[src/rtl/pipe_out_fifo_if.sv]
`default_nettype none
// ---------------------------------------------------------------------------
// pipe_out_fifo_if : push/pop bundle for the pipeline output FIFO | rev 1.0
// ---------------------------------------------------------------------------
interface pipe_out_fifo_if #(
  parameter int data_width = 16,
  parameter int id_width   = 3,
  parameter int cnt_width  = 3
);
  logic                  push_out_n;
  logic [id_width-1:0]   arrive_id;
  logic [data_width-1:0] data_in;
  logic                  accept_n;
  logic                  out_valid;
  logic                  out_ready;
  logic [id_width-1:0]   out_id;
  logic [data_width-1:0] out_data;
  logic [cnt_width-1:0]  fifo_count;
  logic                  ovf;

  modport master (
    output push_out_n, arrive_id, data_in, out_ready,
    input  accept_n, out_valid, out_id, out_data, fifo_count, ovf
  );

  modport slave (
    input  push_out_n, arrive_id, data_in, out_ready,
    output accept_n, out_valid, out_id, out_data, fifo_count, ovf
  );
endinterface
`default_nettype wire

[src/rtl/pipe_out_fifo.sv]
`default_nettype none
// ---------------------------------------------------------------------------
// pipe_out_fifo : show-ahead circular FIFO for {id, data} pipeline results | rev 1.0
// ---------------------------------------------------------------------------
module pipe_out_fifo #(
  parameter int data_width = 16,
  parameter int id_width   = 3,
  parameter int depth      = 4,
  parameter int cnt_width  = 3
) (
  input  wire logic           clk,
  input  wire logic           rst_n,
  pipe_out_fifo_if.slave      bus
);
  localparam int ptr_width   = $clog2(depth);
  localparam int entry_width = id_width + data_width;

  logic [entry_width-1:0] mem [depth];
  logic [ptr_width-1:0]   wr_ptr;
  logic [ptr_width-1:0]   rd_ptr;
  logic [cnt_width-1:0]   count;
  logic [cnt_width-1:0]   next_count;
  logic                   ovf_flag;
  logic                   full;
  logic                   pop;
  logic                   push_ok;
  logic [entry_width-1:0] head;

  function automatic logic [ptr_width-1:0] ptr_inc(input logic [ptr_width-1:0] p);
    return (p == ptr_width'(depth - 1)) ? '0 : p + 1'b1;
  endfunction

  // Full is decoded from the count register only, so accept_n has no path
  // from out_ready or push_out_n; a push at full is still taken if a pop frees a slot.
  assign full    = (count == cnt_width'(depth));
  assign pop     = (count != '0) && bus.out_ready;
  assign push_ok = !bus.push_out_n && (!full || pop);

  always_comb begin
    next_count = count;
    if (push_ok && !pop)
      next_count = count + 1'b1;
    else if (!push_ok && pop)
      next_count = count - 1'b1;
  end

  always_ff @(posedge clk) begin
    if (!rst_n) begin
      wr_ptr   <= '0;
      rd_ptr   <= '0;
      count    <= '0;
      ovf_flag <= 1'b0;
    end else begin
      count <= next_count;
      if (push_ok)
        wr_ptr <= ptr_inc(wr_ptr);
      if (pop)
        rd_ptr <= ptr_inc(rd_ptr);
      if (!bus.push_out_n && !push_ok)
        ovf_flag <= 1'b1;
    end
  end

  // Storage is deliberately left out of reset.
  always_ff @(posedge clk) begin
    if (rst_n && push_ok)
      mem[wr_ptr] <= {bus.arrive_id, bus.data_in};
  end

  assign head           = mem[rd_ptr];
  assign bus.out_id     = head[entry_width-1:data_width];
  assign bus.out_data   = head[data_width-1:0];
  assign bus.out_valid  = (count != '0);
  assign bus.accept_n   = full;
  assign bus.fifo_count = count;
  assign bus.ovf        = ovf_flag;
endmodule
`default_nettype wire

[src/flat_wrapper.sv]
// flat-port wrapper written by rule: the top's interface ports become plain ports
module pipe_out_fifo_flat 
#(
  parameter int data_width = 16,
  parameter int id_width   = 3,
  parameter int depth      = 4,
  parameter int cnt_width  = 3
)
  (clk, rst_n, bus_push_out_n, bus_arrive_id, bus_data_in, bus_out_ready, bus_accept_n, bus_out_valid, bus_out_id, bus_out_data, bus_fifo_count, bus_ovf);
  pipe_out_fifo_if #(.data_width(data_width), .id_width(id_width), .cnt_width(cnt_width)) bus_i ();
  input  wire logic clk;
  input  wire logic rst_n;
  input wire logic [$bits(bus_i.push_out_n)-1:0] bus_push_out_n;
  input wire logic [$bits(bus_i.arrive_id)-1:0] bus_arrive_id;
  input wire logic [$bits(bus_i.data_in)-1:0] bus_data_in;
  input wire logic [$bits(bus_i.out_ready)-1:0] bus_out_ready;
  output wire logic [$bits(bus_i.accept_n)-1:0] bus_accept_n;
  output wire logic [$bits(bus_i.out_valid)-1:0] bus_out_valid;
  output wire logic [$bits(bus_i.out_id)-1:0] bus_out_id;
  output wire logic [$bits(bus_i.out_data)-1:0] bus_out_data;
  output wire logic [$bits(bus_i.fifo_count)-1:0] bus_fifo_count;
  output wire logic [$bits(bus_i.ovf)-1:0] bus_ovf;
  assign bus_i.push_out_n = bus_push_out_n;
  assign bus_i.arrive_id = bus_arrive_id;
  assign bus_i.data_in = bus_data_in;
  assign bus_i.out_ready = bus_out_ready;
  assign bus_accept_n = bus_i.accept_n;
  assign bus_out_valid = bus_i.out_valid;
  assign bus_out_id = bus_i.out_id;
  assign bus_out_data = bus_i.out_data;
  assign bus_fifo_count = bus_i.fifo_count;
  assign bus_ovf = bus_i.ovf;
  pipe_out_fifo #(.data_width(data_width), .id_width(id_width), .depth(depth), .cnt_width(cnt_width)) u_core (.clk(clk), .rst_n(rst_n), .bus(bus_i));
endmodule
[config.mk]
export PLATFORM = sky130hd
export DESIGN_NAME = pipe_out_fifo_flat
export DESIGN_NICKNAME = d
export VERILOG_FILES = /design/src/rtl/pipe_out_fifo_if.sv /design/src/rtl/pipe_out_fifo.sv /design/src/flat_wrapper.sv
export SDC_FILE = /design/constraint.sdc
export NUM_CORES = 1
export LEC_CHECK = 0
export ABC_AREA = 1
export CORE_ASPECT_RATIO = 0.7
export CORE_MARGIN = 2
export CORE_UTILIZATION = 58
export CTS_CLUSTER_DIAMETER = 100
export DETAILED_ROUTE_END_ITERATION = 12
export PLACE_DENSITY = 0.84
export SLEW_MARGIN = 20
export SYNTH_ARGS = -nofsm -noshare
export SYNTH_HDL_FRONTEND = slang
export SYNTH_SLANG_ARGS = --single-unit
[constraint.sdc]
create_clock -name clk -period 4.7 [get_ports clk]
set_input_delay 0.47 -clock clk [delete_from_list [all_inputs] [get_ports clk]]
set_output_delay 0.47 -clock clk [all_outputs]
set_load 0.005 [all_outputs]
* Word-level counts from Yosys, hierarchy flattened
Memories as Yosys holds them, arrays and structs flattened. A register that Yosys moved wholly into a read port is not among the register bits.
Cells that the tools add are included.
** Storage, ports and cells
- Bits in registers :: 8
- Bits in writable memories :: 76
- Input bits :: 23
- Output and inout port bits :: 25
- Logic and storage cells :: 33
- Memories kept :: 1
** Cells by class
- $add $sub $neg :: 4
- Eq/ne operators :: 3
- Multiplexer cells :: 8
- Reduce and logical (&&, ||, !) cells :: 13
** Memory list
- u_core.mem :: depth 4, width 19, rd ports 1, clocked after memory_dff 1, write ports 1, line pipe_out_fifo.sv:18 : logic [entry_width-1:0] mem [depth];
** Operator list (number)
- 2-bit two-way mux :: 4
- 1-bit logical AND :: 6
- 3-bit two-way mux :: 2
- 2-bit by 1-bit adder with 2-bit output, second input constant :: 2
- 2-bit == test, second input constant :: 2
- 1-bit logical NOT :: 4
- 3-bit by 1-bit adder with 3-bit output, second input constant :: 1
- 3-bit == test, second input constant :: 1
- 3-bit nonzero test :: 1
- 3-bit by 1-bit subtractor with 3-bit output, second input constant :: 1
- 1-bit two-way mux :: 2
- 2-bit nonzero test :: 1
- 1-bit logical OR :: 1

* Depth between registers and ports, before layout
- Depth after elaboration :: 8
- Depth in mapped cells :: 13
- Mapped depth without buffers :: 13

* Worst setup path after synthesis
No wires, ideal clock.
- Kind :: register -> register
- Start point :: register u_core.count[0] (netlist: u_core.bus.fifo_count[0])
- End point :: register u_core.count[2] (netlist: u_core.bus.fifo_count[2])
- Setup time :: 0.113 ns
- Data arrival time :: 1.627 ns
- Slack :: 2.960 ns
- Stages on the path, launching flop included :: 14
- Clock period less this slack :: 1.740 ns
- Cell sequence :: dfxtp_1 -> nor2_4 -> nand3_2 -> nand2_2 -> inv_2 -> ha_1 -> inv_1 -> fa_1 -> inv_1 -> nand2_1 -> nand3_1 -> nand2_1 -> nand2_1 -> nor2_1
** Between the ends
- Longest elaborated chain between the ends :: 7
- Elaborated cells on any way between the ends :: 15
** Ends and longest elaborated chain
- start: declaration :: line pipe_out_fifo.sv:21 : logic [cnt_width-1:0] count;
- start signal: assignment :: line pipe_out_fifo.sv:54 : count <= next_count;
- parallel branches: the longest is 7 deep, another holds 3-bit by 1-bit subtractor with 3-bit output
Parallel ways; which one is timed is not known. The select of a mux whose other input is x is not followed.
A chain may end at the register's enable or synchronous reset.

==> reports/results.ini <==
[run]
max_cap_viol_count=0

[worst_setup_path]
timing.critical_path.slowest_cell_delay_ns=0.54
regToRegStartpoint=u_core.bus.fifo_count[0]
endpoint_kind=output port
startpoint_type=register
timing.reg2reg.setup_slack_ns=2.59
worst-setup-path-type=reg -> out
path_max_fanout=39
critPathRequiredTime_ns=4.23
worst-endpoint-arrival_ns=2.31
crit_slowest_cell=sky130_fd_sc_hd__clkdlybuf4s50_1
r2r-end=u_core.mem[3][18]
ff_to_ff_path_depth=6
critical_path.cell_chain=buf_4 > inv_2 > o21ai_0 > o22ai_1 > clkdlybuf4s50_1

[floorplan]
ioPinCount=48
initial_utilization=0.599
die_width_um=95.7
design.core.area_mm2=0.00570
fp.dieArea_mm2=0.00653
std_cell_rows=23
dieHeight_um=68.2

[cts]
numCtsBuffers=9
cts.reportedPaths.clkPinSlew_ns=0.08
clock_root_buffer=sky130_fd_sc_hd__clkbuf_8
cts_tree=yes
cts.path.max_buffers=2
cts.sink_count=86
post-cts-setup-buffers=0
cts_hold_buffers=0
cts-resized-gates=0
clock_insertion_delay_worst_skew_ns=0.35
cts_htree_levels=3

[synthesis]
postSynthCellCount=259
postSynthRegisterBits=86
largest_family_of_logic_cells_by_synthesized_area=compound AO/OA/AOI/OAI gates
post_synth_mux_area_share=0
syn_nets=289
yosys_most_used_dff=sky130_fd_sc_hd__edfxtp_1
ys_warn_count=0
post_synth_xor_area_fraction=0.00257
synth_edf_count=76
yosys.area_share.simple=0.0953
synth_compound_gate_area_share=0.100
syn-cell-area_mm2=0.00341
synth.avg_cell_area_um2=13.2
synth_async_reset_ratio=0
yosysSeqAreaShare=0.727
post_synth_fa_ha_maj_area_fraction=0.0278
synth_unique_cells=28

[timing]
clock_skew_ns=0.0105
tightestPinTransition_ns=1.10
timing.final.max_slew_violations=0
postLayoutSetupSlackWorst_ns=1.92
slew-limit-headroom=0.269
timing.final.hold_violations=0
fmaxAchievable_ghz=0.360
min_period_over_period=0.592
layout_min_cycle_time_ns=2.78
setup_total_negative_slack_ns=0
report.final.setup_viol=0
grt_setup_unrepaired=no

[finish]
layout.core_utilization=0.718
count_of_fill_cells_added_during_filler_insertion=385
layout.nets=337
postLayoutCellArea_mm2=0.00409
drive_above_1_share=0.106
area_delta_synth_final_pct=19.9
layout_commonest_cell=sky130_fd_sc_hd__edfxtp_1
top_library_cells_by_usage_in_the_layout_fill_and_taps_aside=sky130_fd_sc_hd__edfxtp_1, sky130_fd_sc_hd__clkdlybuf4s50_1, sky130_fd_sc_hd__nor2_1
n_antenna_cell=0

[global_route]
via_count_of_the_first_global_routing_pass=2057
grt_start_max_net_pins=40
globalRouteOverflowTotal=0
grt_util_all_layers=0.213
grt_antenna_before_repair=0
grt_pass1_wl_mm=10.1

[place]
routabilityCongestion=0.764
placement.io_buffers=47
placedInstanceArea_mm2=0.00389
placement.setup.worst_slack_ns=1.97
post-dp-hpwl_mm=3.96

[detailed_routing]
drt_first_pass_iters=4
drt_iter0_markers=126
routed_wl_mm=6.32
routed_via_density=5.41
post_drt_wl_per_cell_um=16.3
detail_route.drc_violations=0
num_vias=2095
final_antenna_net_count=0

[min_path]
holdPathEnd=u_core.bus.ovf
timing.hold.worst.start=u_core.bus.ovf
worst_hold_path.num_cells=2
hold_path.class=reg -> reg

[outcome]
outcome=finished, final reports clean

[power_and_ir_drop]
ir_drop_uv=329
fin_total_pwr_mw=1.98
p_per_area_mw_per_mm2=484
power.static_leakage_nw=1.42

[flip-flops by register name, indices dropped and copies added, names as in the netlist, named ones only]
register               flops
u_core.mem                76
u_core.wr_ptr              2
u_core.rd_ptr              2
u_core.bus.ovf             1
u_core.bus.fifo_count      3
[metrics by stage]
stage / cells / hold slack [ns]
2_1_floorplan: 259 / 0.445
3_3_place_gp: 371 / 0.447
3_5_place_dp: 371 / 0.466
4_1_cts: 387 / 0.483
5_1_grt: 387 / 0.491
6_report: 387 / 0.474
[worst max path at each step]
| stage | start | end | slack [ns] | cells after the start |
|---|---|---|---|---|
| after global routing | register | bus_out_data[10] | 1.74 | 5 |
| after global placement | bus_out_ready | u_core.mem[0][4] | 2.10 | 7 |
| after CTS | register | bus_out_data[10] | 1.93 | 5 |
| final | register | bus_out_data[10] | 1.92 | 5 |
| after floorplan | u_core.bus.fifo_count[0] | u_core.bus.fifo_count[2] | 2.96 | 13 |
| after detailed placement | bus_out_ready | u_core.mem[3][16] | 1.97 | 7 |
[cell families after synthesis]
group | count (synthesis)
adders and majority gates | 7
AOI/OAI and AO/OA | 63
and+or+nand+nor | 73
buffers and inverters | 29
DFF | 86
xor gates and xnor gates | 1
[worst max-delay path: cells and delay by family, from the launching register on]
family | cells | cell delay (ns)
buf+inv | 3 | 1.27
flops | 1 | 0.30
compound gates | 2 | 0.37
[cell usage after synthesis (2+ instances only)]
master / n / area share
sky130_fd_sc_hd__ha_1: 6 / 0.022
sky130_fd_sc_hd__nand2_1: 9 / 0.0099
sky130_fd_sc_hd__nor2_2: 4 / 0.0073
sky130_fd_sc_hd__nand3_1: 5 / 0.0073
sky130_fd_sc_hd__o21ai_0: 36 / 0.053
sky130_fd_sc_hd__o21ai_1: 2 / 0.0029
sky130_fd_sc_hd__o22ai_1: 19 / 0.035
sky130_fd_sc_hd__edfxtp_1: 76 / 0.67
sky130_fd_sc_hd__dfxtp_1: 10 / 0.059
sky130_fd_sc_hd__a21oi_1: 5 / 0.0073
sky130_fd_sc_hd__buf_4: 3 / 0.0066
sky130_fd_sc_hd__nand2_2: 3 / 0.0055
sky130_fd_sc_hd__inv_2: 5 / 0.0055
sky130_fd_sc_hd__inv_1: 13 / 0.014
sky130_fd_sc_hd__buf_6: 5 / 0.016
sky130_fd_sc_hd__nor2_1: 46 / 0.051
[power breakdown]
part           internal (mW)  switching [mW]  leakage (nW)
clock                  0.246           0.254        0.0937
sequential             0.886          0.0418         0.772
combinational          0.273           0.281         0.556
total                   1.40           0.577          1.42
[metal layers]
metal	vias up	part of all wire	track usage
li1	1024	-	-
met1	1006	0.45	0.279
met2	61	0.48	0.338
met3	4	0.058	0.0705
met4	0	0.0076	0.0732
met5	-	0	0
[cell type report]
type                       instances  area, um2  share of cell area
timing repair buffer              48        478               0.117
sequential                        86       2480               0.606
inverter                          18       67.6              0.0165
clock inverter                     7       71.3              0.0174
clock buffer                       9        124              0.0303
tap                               75       93.8              0.0229
multi-input combinational        144        777               0.190
Note: power is estimated with default switching activity, not from simulation.
